$ cat src/rtl/hack_div16.sv
// hack_div16 - multi-cycle 16-bit restoring divider for the Hack datapath.
//
// One shift-subtract step per clock: accept (IDLE), 16 iterations (RUN),
// then one result/correction cycle (FIX). Latency is 17 cycles from the
// accepting edge to done, or 1 cycle for a zero divisor.
//
// Ports:
//   clk        in   1   single clock, rising edge
//   reset      in   1   synchronous, active-high
//   start      in   1   request a division (only sampled in IDLE)
//   dividend   in  16   numerator, sampled on the accepting edge
//   divisor    in  16   denominator, sampled on the accepting edge
//   busy       out  1   high from the edge after acceptance to the result edge
//   done       out  1   one-cycle pulse when results are written
//   quotient   out 16   result quotient, held until the next result edge
//   remainder  out 16   result remainder, held until the next result edge
//   div_zero   out  1   divisor was zero; cleared on the next accepted start
//
// Configuration macro: HACK_DIV16_SIGNED_EN
//   defined   -> two's complement operands, quotient truncates toward zero,
//                remainder takes the dividend's sign
//   undefined -> unsigned operands, no sign logic

module hack_div16 (
  input  logic        clk,
  input  logic        reset,
  input  logic        start,
  input  logic [15:0] dividend,
  input  logic [15:0] divisor,
  output logic        busy,
  output logic        done,
  output logic [15:0] quotient,
  output logic [15:0] remainder,
  output logic        div_zero
);

  typedef enum logic [1:0] {
    IDLE = 2'd0,
    RUN  = 2'd1,
    FIX  = 2'd2
  } state_t;

  state_t      state_reg, state_next;
  logic [3:0]  count_reg;
  logic [15:0] dvd_reg;        // dividend magnitude; becomes the quotient as it shifts
  logic [15:0] dvs_reg;        // divisor magnitude
  logic [15:0] rem_reg;        // partial remainder (always < divisor between steps)
  logic        zero_reg;
  logic        done_reg;
  logic        div_zero_reg;
  logic [15:0] quotient_reg;
  logic [15:0] remainder_reg;

  logic [15:0] dvd_mag;
  logic [15:0] dvs_mag;
  logic [15:0] q_fix;
  logic [15:0] r_fix;

`ifdef HACK_DIV16_SIGNED_EN
  logic dvd_neg_reg;
  logic dvs_neg_reg;

  assign dvd_mag = dividend[15] ? (~dividend + 16'd1) : dividend;
  assign dvs_mag = divisor[15]  ? (~divisor + 16'd1)  : divisor;
  // Quotient is negative when the signs differ; remainder follows the dividend.
  assign q_fix = (dvd_neg_reg ^ dvs_neg_reg) ? (~dvd_reg + 16'd1) : dvd_reg;
  assign r_fix = dvd_neg_reg ? (~rem_reg + 16'd1) : rem_reg;
`else
  assign dvd_mag = dividend;
  assign dvs_mag = divisor;
  assign q_fix   = dvd_reg;
  assign r_fix   = rem_reg;
`endif

  // Shifted partial remainder: 17 bits, next dividend MSB enters at bit 0.
  logic [16:0] rem_shift;
  assign rem_shift = {rem_reg, dvd_reg[15]};

  // Trial subtraction rem_shift[15:0] + ~divisor + 1 as a carry chain.
  // The 17-bit difference is non-negative if the shifted-out bit was set or
  // the 16-bit add carries out; in both cases the difference fits in 16 bits.
  logic [16:0] carry;
  logic [15:0] trial_diff;
  logic        trial_ok;

  assign carry[0] = 1'b1;

  generate
    for (genvar gi = 0; gi < 16; gi++) begin : g_sub
      logic p_bit;
      assign p_bit          = rem_shift[gi] ^ ~dvs_reg[gi];
      assign trial_diff[gi] = p_bit ^ carry[gi];
      assign carry[gi+1]    = (rem_shift[gi] & ~dvs_reg[gi]) | (p_bit & carry[gi]);
    end
  endgenerate

  assign trial_ok = rem_shift[16] | carry[16];

  // State register
  always_ff @(posedge clk) begin
    if (reset) begin
      state_reg <= IDLE;
    end else begin
      state_reg <= state_next;
    end
  end

  // Next-state logic
  always_comb begin
    state_next = state_reg;
    case (state_reg)
      IDLE: begin
        if (start) begin
          state_next = (divisor == 16'd0) ? FIX : RUN;
        end
      end
      RUN: begin
        if (count_reg == 4'd15) begin
          state_next = FIX;
        end
      end
      FIX:     state_next = IDLE;
      default: state_next = IDLE;
    endcase
  end

  // Datapath
  always_ff @(posedge clk) begin
    if (reset) begin
      count_reg     <= 4'd0;
      dvd_reg       <= 16'd0;
      dvs_reg       <= 16'd0;
      rem_reg       <= 16'd0;
      zero_reg      <= 1'b0;
      done_reg      <= 1'b0;
      div_zero_reg  <= 1'b0;
      quotient_reg  <= 16'd0;
      remainder_reg <= 16'd0;
`ifdef HACK_DIV16_SIGNED_EN
      dvd_neg_reg   <= 1'b0;
      dvs_neg_reg   <= 1'b0;
`endif
    end else begin
      done_reg <= 1'b0;
      case (state_reg)
        IDLE: begin
          if (start) begin
            count_reg    <= 4'd0;
            rem_reg      <= 16'd0;
            dvs_reg      <= dvs_mag;
            zero_reg     <= (divisor == 16'd0);
            div_zero_reg <= 1'b0;
            // A zero divisor skips RUN and reports the raw dividend, so keep it unmodified.
            dvd_reg      <= (divisor == 16'd0) ? dividend : dvd_mag;
`ifdef HACK_DIV16_SIGNED_EN
            dvd_neg_reg  <= dividend[15];
            dvs_neg_reg  <= divisor[15];
`endif
          end
        end
        RUN: begin
          rem_reg   <= trial_ok ? trial_diff : rem_shift[15:0];
          dvd_reg   <= {dvd_reg[14:0], trial_ok};
          count_reg <= count_reg + 4'd1;
        end
        FIX: begin
          done_reg      <= 1'b1;
          count_reg     <= 4'd0;
          div_zero_reg  <= zero_reg;
          quotient_reg  <= zero_reg ? 16'hFFFF : q_fix;
          remainder_reg <= zero_reg ? dvd_reg  : r_fix;
        end
        default: ;
      endcase
    end
  end

  assign busy      = (state_reg != IDLE);
  assign done      = done_reg;
  assign quotient  = quotient_reg;
  assign remainder = remainder_reg;
  assign div_zero  = div_zero_reg;

endmodule

$ cat config.mk
export PLATFORM = sky130hd
export DESIGN_NAME = hack_div16
export DESIGN_NICKNAME = d
export VERILOG_FILES = /design/src/rtl/hack_div16.sv
export SDC_FILE = /design/constraint.sdc
export NUM_CORES = 1
export LEC_CHECK = 0
export CAP_MARGIN = 20
export CORE_MARGIN = 2
export CORE_UTILIZATION = 53
export DETAILED_ROUTE_END_ITERATION = 8
export PLACE_DENSITY = 0.89
export SYNTH_ARGS = -nofsm -noshare
export SYNTH_HDL_FRONTEND = slang
export SYNTH_SLANG_ARGS = --single-unit
$ cat constraint.sdc
create_clock -name clk -period 9.4 [get_ports clk]
set_input_delay 1.88 -clock clk [delete_from_list [all_inputs] [get_ports clk]]
set_output_delay 1.88 -clock clk [all_outputs]
set_load 0.05 [all_outputs]
==> out/results.txt <==
The run finished with clean final reports. The share of the core filled with cells came out at 0.649. The initial standard-cell utilization of the core was 0.544; the core area was 7690 sq um. The number of cells on the worst reg-to-reg path is 21. Clock tree synthesis found a total of 89 sinks. The launch instance of the worst register-to-register path is dvd_reg[15]. The most crowded layer after global routing was met2. The first global-routing pass estimated 16200 um of wire.

The adder and majority gate portion of the synthesized area came out at 0.0778. The critical path capture point type was a flop. The area growth from synthesis to layout is 19.3%. In the post-synthesis netlist, the biggest area contributors are dfxtp_1, fa_1, nand2_1, nor2_1, a21oi_1.

The run gives 4180 sq um as the total standard cell area after synthesis. For the final database, setup skew stands at 10.4 ps. Synthesis produced 488 cells. The count of standard-cell rows is 32, and the ratio of routed vias to standard cells is 5.71. The final layout contains 579 nets. The later-pin clock latency in the skew report was 360 ps. For the final weighted congestion in routability-driven placement, the log shows 0.836. By startpoint and endpoint, the worst setup path is classified as flop to flop.

The met3 global-route usage is 0.0521. The xor/xnor cell area share of the yosys netlist was 0. Summed over all instances, the cell type with the most area after synthesis is dfxtp_1. The tools report the number of endpoints failing setup at the final stage as 0. After clock tree synthesis, the clock-pin slew on the worst setup and hold paths is 80 ps. The share of the cycle needed by the critical path after routing works out to 0.823.

The CTS H-tree depth was 3; the number of global-route vias before repair was 3350. The post-DP HPWL is 6830 um. The detailed router placed 3621 vias in this run.

The post-route antenna net violation count was 0; the initial antenna violation count was 0. The average cell area after synthesis was 8.57 sq um; the maximum net fanout on the critical path was 18. The arrival time of the worst setup path is 8020 ps. After detailed routing, the average wire length per cell comes to 15.6 um. Static timing analysis puts the maximum clock frequency at 129 MHz. The worst hold path belongs to the class flop to flop. The first routing iteration left 340 violations. The combinational family with the most area after synthesis is simple AND/OR/NAND/NOR gates. The top cell type's share of synthesized area was 0.426. Measured along the x axis, the die boundary spans 92.9 um. Portion of netlist area occupied by mux cells: 0.0383. The worst-case IR drop observed on VDD is 0.104 mV.

For the global-route track usage on met2, the log shows 0.388. The startpoint identified for the worst hold timing path is dvs_reg[15]. The top cell types in the final layout, fill and taps aside, are dfxtp_1, nand2_1, clkdlybuf4s50_1. Input and output buffers added on the ports amount to 69. Max-cap violation count: 0.

The library cell used most frequently in the layout, excluding fill and tap cells, is dfxtp_1. Counting every net in the synthesized netlist gives 540. The proportion of layout cells with a drive suffix above 1 is 0.0526, and the wire length after detailed routing is 9890 um. Setup repair after global routing left no endpoint under its margin. In this run the static leakage power is 1.67 nW. In this run, CTS created clock tree buffers numbering 9. The worst max-slew margin expressed relative to the limit is 0.312. The required time reported for the critical path endpoint is 9680 ps. Once the clock tree was built, the resizer swapped 0 gates to a different size.

The count of final hold-check violations was 0; the cell depth of the worst hold path was 2. The post-CTS setup buffer count came out at 0. The die covers 8620 sq um. Minimum clock period after layout: 7740 ps. The post-synthesis share of cell area spent on and, or, nand and nor gates was 0.202. The area fraction in compound gates after synthesis is 0.182.

The logs give 0.426 for the sequential fraction of the synthesis area and 90 for the pin count of the biggest net entering global routing. For the number of fill cells in the layout, the log shows 640. The worst hold path terminates at dvs_reg[15].

The tree is rooted in a clkbuf_8. Count of antenna diodes in the layout: 0. In this run the vertical extent of the chip is 92.9 um. TritonCTS built the clock tree. The run gives 0 as the hold-fix buffer count after cts.

The endpoint identified for the worst register-to-register timing path is r_fix[14]. For this run, design rule violations remaining after detail routing come to 0. The setup check on the worst reg-to-reg path leaves a slack of 1660 ps.

For the total negative slack for setup checks, the log shows 0 ps. The total of warnings raised by yosys is 0, and the slew at the pin with the worst max-slew slack is 1030 ps. The met1 track demand over resource in global routing came out at 0.305. Counting distinct cell types in the post-synthesis netlist gives 45. The number of pins with negative max-slew slack in the final report was 0. The first-pass detailed-route iteration total was 5. Summed over all layers, the global routing overflow is 0. Counting flops and latches in the post-synthesis netlist gives 89.

The power density of the placed cells came out at 219 nW/um^2. The longest clock path from root to sink contains 2 buffers. The design draws 1.09 mW. The total routing resource utilization after global routing is 0.237. The category of the worst setup path launch point was a flop. During I/O placement, the number of pins put on the boundary was 70.
==> where the power goes <==
part | total [mW] | leakage [nW] | switching (mW) | internal, mW
combinational | 0.352 | 0.835 | 0.214 | 0.138
sequential | 0.473 | 0.727 | 0.0533 | 0.420
clock | 0.267 | 0.107 | 0.136 | 0.131
==> routing by layer <==
metal  vias to the layer above  wire length [um]
met5                         -                 0
met4                         0               180
met3                        18               605
met1                      1683              4310
li1                       1774                 -
met2                       146              4790
==> worst max-delay path, stage by stage (launching register included) <==
cell,delay (ps)
dfxtp_1,390
inv_1,60
ha_1,210
fa_1,400
fa_1,410
fa_1,400
fa_1,390
fa_1,390
fa_1,390
fa_1,390
fa_1,390
fa_1,390
fa_1,400
fa_1,400
fa_1,390
fa_1,390
fa_1,380
inv_1,80
fa_1,490
or2_1,540
o211ai_1,170
a21oi_1,190
==> Yosys cell counts (all sizes together) <==
cell     number
nor3         32
a2bb2oi       1
a211oi       16
a21o          2
a21oi        36
o21bai        2
or2           2
and2          1
o32ai         1
o31ai         1
o31a          1
and2b         1
a31oi         1
or3b          4
buf          29
nand4         1
o21ba         1
and3b         1
nor4          4
nand2        79
nor2b         2
a2111oi       1
mux2i        16
nor3b         3
o221a         1
ha            2
dfxtp        89
a22o          1
o21ai        17
nand3         6
nand3b        1
inv          20
nand2b        2
nor2         51
o211ai       16
clkbuf       14
a311oi       15
fa           15
==> how the worst max path moves through the flow <==
stage / slack, ps / to / from / cells past startpoint
4_1_cts: 1750 / dvd_reg[0] / dvd_reg[15] / 21
2_1_floorplan: 2460 / r_fix[6] / dvd_reg[15] / 23
5_1_grt: 1290 / r_fix[13] / dvd_reg[15] / 21
3_3_place_gp: 1970 / dvd_reg[0] / dvd_reg[15] / 21
3_5_place_dp: 1770 / dvd_reg[0] / dvd_reg[15] / 21
6_report: 1660 / r_fix[14] / dvd_reg[15] / 21
==> cell families (layout without fill, tap and decap cells) <==
group	Yosys count	count (layout)
mux	16	16
flops	89	89
compound gates	113	113
buf+inv	63	107
simple gates	190	190
fa+ha+maj	17	17
==> final cells by class <==
type | count | area (sq um) | area share
Tap cell | 102 | 128 | 0.0256
Timing Repair Buffer | 71 | 701 | 0.140
Clock inverter | 6 | 66.3 | 0.0133
Clock buffer | 10 | 138 | 0.0276
Multi-Input combinational cell | 336 | 2100 | 0.421
Inverter | 20 | 75.1 | 0.0150
Sequential cell | 89 | 1780 | 0.357
==> stage by stage <==
| stage | hold slack (ps) | area [sq um] | worst slack (ps) | cells |
|---|---|---|---|---|
| after floorplan | 436 | 4180 | 2460 | 488 |
| after global placement | 451 | 4790 | 1970 | 618 |
| after detailed placement | 462 | 4790 | 1770 | 618 |
| after CTS | 474 | 4990 | 1750 | 634 |
| after global routing | 488 | 4990 | 1290 | 634 |
| final | 471 | 4990 | 1660 | 634 |
Note: power is estimated with default switching activity, not from simulation.
==> RTL change 1, RTL diff (same settings) <==
Register the output `remainder` once more, cleared by the reset; this adds one clock of latency there. The other outputs are not delayed to match.
--- a/src/rtl/hack_div16.sv
+++ b/src/rtl/hack_div16.sv
@@ -179,5 +179,11 @@
   assign done      = done_reg;
   assign quotient  = quotient_reg;
-  assign remainder = remainder_reg;
+  always_ff @(posedge clk) begin
+    if (reset) begin
+      remainder <= '0;
+    end else begin
+      remainder <= remainder_reg;
+    end
+  end
   assign div_zero  = div_zero_reg;
 
Behaviour: not the same (a bounded check fails within 4 cycles, from zero or initial values and one cycle with reset high).
==> RTL change 1 against the unedited design <==
Utilization is 1.8 points lower. Via count grew 4.7%. Total power is 6.7% higher. Final cell count grew 6.2%. Routed wire length increased by 1.6%. Setup slack better by 0.096 ns. Sequential cell count rose by 16. Count of clock-buffer cells in the layout grew 1. Die area rose by 9.6%. Synthesized area increased by 10%. Final area rose by 8.7%. Critical path type unchanged. Critical endpoint is now r_fix[6].
==> RTL change 1: results (changes against the unedited design) <==
[cells_and_area]
n_fill_cell=726  ; +13%
multiInputGateArea_um2=2210  ; +5.2%
fin_nets=613  ; +5.9%
largest_reg_flops=32
drive_gt1_frac=0.0478  ; -0.00484

[placed_design]
numPortBuffers=69  ; unchanged
dpl_cell_area_um2=5230  ; +9.3%
place_ws_ns=1.82  ; +0.0468 ns
gp_congestion=0.819  ; -2.1%
placed_cells_incl_taps=658  ; +6.5%
hpwl_um=6900  ; +1.1%

[yosys]
synth_compound_area_frac=0.165  ; -0.0166
synth_area_per_cell_um2=8.79  ; +2.5%
synth-adder-area-share=0.0706  ; -0.00712
synthXorXnorAreaFrac=0  ; unchanged
synth_area_leaders=dfxtp_1, fa_1, nand2_1
synthMuxAreaShare=0.0348  ; -0.00350
synth.distinct_cells=42  ; -6.7%
syn-num-nets=576  ; +6.7%
netlist_top_cells_count=dfxtp_1, nand2_1, nor2_1, a21oi_1, nor3_1
yosysSeqAreaShare=0.456  ; +0.0306
yosysWarningCount=0  ; unchanged

[detailed_routing]
firstDrtPassIters=5  ; unchanged
drtIter0Drc=224  ; -34%
vias=3792  ; +4.7%
wl_um=10000  ; +1.6%
viasPerCell=5.63  ; -1.3%

[grt]
grt_usage=0.216  ; -0.0211
grt_antenna_before_repair=0  ; unchanged
grt_max_degree=107  ; +19%
grt_pass1_vias=3542  ; +5.7%
grt_pass1_wl_um=16800  ; +4.0%

[critical_path]
worstPathArrival_ns=7.93  ; -0.09 ns
r2r_cells=21  ; unchanged
crit_family=adder cells
worstPathMaxFanout=19  ; +1
crit_path_max_incr_delay_ns=0.51  ; -0.03 ns

[sta]
tightest_slew_ns=1.06  ; +0.0281 ns
fin_skew_ns=0.00685  ; -0.00358 ns
fmax_ghz=0.131  ; +1.3%

[pwr]
leakagePower_nw=1.83  ; +9.8%
ir_drop_uv=81.1  ; -22%

[clocking]
clk_latency_ns=0.37
root_buffer=clkbuf_8
cts.clk_slew.worst_paths_ns=0.09
cts_buffers=9  ; unchanged

[run_status]
status=finished, final reports clean

[hold_path]
hold_depth=1  ; -1

RTL change 1: layer usage:
layer / wire, um / global-route usage
met5: 0 / 0
met4: 262 / 0.0951
met3: 634 / 0.0468
met2: 4700 / 0.341
met1: 4450 / 0.287
RTL change 1: worst paths after layout:
kind	slack [ns]	endpoint	startpoint
worst max register to register	1.76	r_fix[6]	dvd_reg[15]
worst max-delay path	1.76	r_fix[6]	dvd_reg[15]
worst min register to register	0.47	remainder[13]	remainder_reg[13]
worst min-delay path	0.47	remainder[13]	remainder_reg[13]
RTL change 1: layout make-up:
cell class	count	share of cell area
clock buffers	11	0.0261
clock inverters	4	0.00969
well taps	108	0.0249
repair buffers	72	0.131
flip-flops and latches	105	0.387
multi-input cells	353	0.408
inverters	20	0.0138
RTL change 1: where the power goes:
part | internal (W) | switching (W) | leakage [nW]
logic | 0.000136 | 0.000207 | 0.876
registers | 0.000489 | 0.0000520 | 0.856
clock network | 0.000130 | 0.000151 | 0.0998
==> RTL change 2, RTL diff (config.mk and constraints unchanged) <==
Made on the original files. The option `HACK_DIV16_SIGNED_EN` is turned on by a define.
--- a/src/rtl/hack_div16.sv
+++ b/src/rtl/hack_div16.sv
@@ -21,4 +21,6 @@
 //                remainder takes the dividend's sign
 //   undefined -> unsigned operands, no sign logic
+
+`define HACK_DIV16_SIGNED_EN
 
 module hack_div16 (
Function: same outputs for any inputs over 10 cycles, from zero or initial values and one cycle with reset high; that may be too few to reach the edited logic, so the function may still have changed.
==> RTL change 2 against the unedited design <==
Die area increased by 26%. Routed wire length increased by 37%. Synthesized area increased by 28%. Setup slack improved by 0.032 ns. Global-route usage increased by 1.2 points. Sequential cell count increased by 2. Final area increased by 25%. Total power decreased by 1.9%.
==> RTL change 2: results (changes against the unedited design) <==
[placed_design]
hpwl_um=9720  ; +42%
numPortBuffers=69  ; unchanged
dpl_cell_area_um2=6050  ; +26%
gp_congestion=0.862  ; +3.0%

[yosys]
syn-num-nets=731  ; +35%
yosysSeqAreaShare=0.341  ; -0.0850
synthArstFlopShare=0  ; unchanged
synth.distinct_cells=55  ; +22%
synth_top_area_frac=0.341  ; -0.0850
synth_area_leaders=dfxtp_1, nor2_1, a21oi_1
netlist_top_cells_count=dfxtp_1, nor2_1, a21oi_1, nand2_1, clkbuf_1
yosysWarningCount=0  ; unchanged

[critical_path]
slowest_stage=nor2b_1
r2r_cells=26  ; +24%
crit_family=adder cells
worstPathMaxFanout=14  ; -4
worstPathArrival_ns=8.00  ; -0.02 ns
crit_path_max_incr_delay_ns=0.80  ; +0.26 ns

[detailed_routing]
m1WireLength_um=5860  ; +36%
wl_per_cell_um=16.0  ; +2.3%
firstDrtPassIters=5  ; unchanged
wl_met3_um=969  ; +60%
wl_met2_um=6370  ; +33%
viasPerCell=5.97  ; +4.6%
top_layer=met4
drtIter0Drc=472  ; +39%

[run_status]
status=finished, final reports clean

[pwr]
p_comb_w=0.000371  ; +5%
p_comb_frac=0.346  ; +0.023
seq_power_w=0.000464  ; -2%
ir_drop_uv=120  ; +16%
leakagePower_nw=2.21  ; +32%
internal_power_w=0.000664  ; -3.6%

[grt]
grtUsageMet3=0.0288  ; -0.0233
grt_pass1_vias=4805  ; +43%
grt_usage=0.249  ; +0.0116
grt_max_degree=96  ; +6.7%
grt_pass1_wl_um=22600  ; +40%
grtUsageMet2=0.410  ; +0.0222
use_met1=0.331  ; +0.0256

[hold_path]
hold_class=reg -> reg
hold_depth=2  ; unchanged

[cells_and_area]
drive_gt1_frac=0.0501  ; -0.00249
n_antenna_cell=0  ; unchanged
fin_nets=769  ; +33%

[clocking]
htree_num_levels=3  ; unchanged
cts_buffers=9  ; unchanged
clk_latency_ns=0.36  ; about the same
cts_resized=0  ; unchanged
root_buffer=clkbuf_8
clk_path_buf_depth=2  ; unchanged

[sta]
slew_headroom=0.314  ; +0.00139
fin_skew_ns=0.0128  ; +0.00241 ns

-- RTL change 2: cells by family after synthesis --
family	Yosys count	share of synthesized area
AND/OR/NAND/NOR	248	0.227
AO/OA/AOI/OAI	174	0.205
flip-flops	91	0.341
buffers and inverters	82	0.0583
XOR/XNOR	53	0.0868
adder cells (fa/ha/maj)	21	0.0702
multiplexers	6	0.0115
-- RTL change 2: final timing paths --
path / slack [ns] / end / from
setup / recovery: 1.69 / rem_reg[4] / dvd_reg[15]
hold reg to reg: 0.46 / remainder[1] / remainder[1]
setup reg to reg: 1.69 / rem_reg[4] / dvd_reg[15]
hold / removal: 0.46 / remainder[1] / remainder[1]
-- RTL change 2: per-stage QoR --
stage,worst slack [ns],std cells
6_report,1.69,851
3_5_place_dp,1.81,833
2_1_floorplan,2.56,675
5_1_grt,1.46,851
3_3_place_gp,2.14,833
4_1_cts,1.76,849
-- RTL change 2: worst reg2reg max path, cell delays in order, from the launching register on --
cell     delay (ns)
dfxtp_1        0.35
inv_1          0.08
ha_1           0.14
inv_1          0.05
fa_1           0.35
inv_1          0.08
fa_1           0.16
inv_1          0.06
fa_1           0.39
fa_1           0.39
fa_1           0.40
fa_1           0.39
fa_1           0.40
fa_1           0.41
fa_1           0.40
fa_1           0.40
fa_1           0.40
fa_1           0.40
fa_1           0.39
fa_1           0.38
inv_1          0.08
fa_1           0.21
nor2b_1        0.80
nand2_1        0.16
a21oi_1        0.20
a21oi_1        0.08
nor2_1         0.11
-- RTL change 2: final cells by class --
class / count / area, um2
clock buffer: 11 / 141
clock inverter: 5 / 28.8
fill: 871 / 3530
inverter: 34 / 128
multi-input combinational: 502 / 3220
sequential: 91 / 1820
tap: 133 / 166
timing repair buffer: 75 / 742
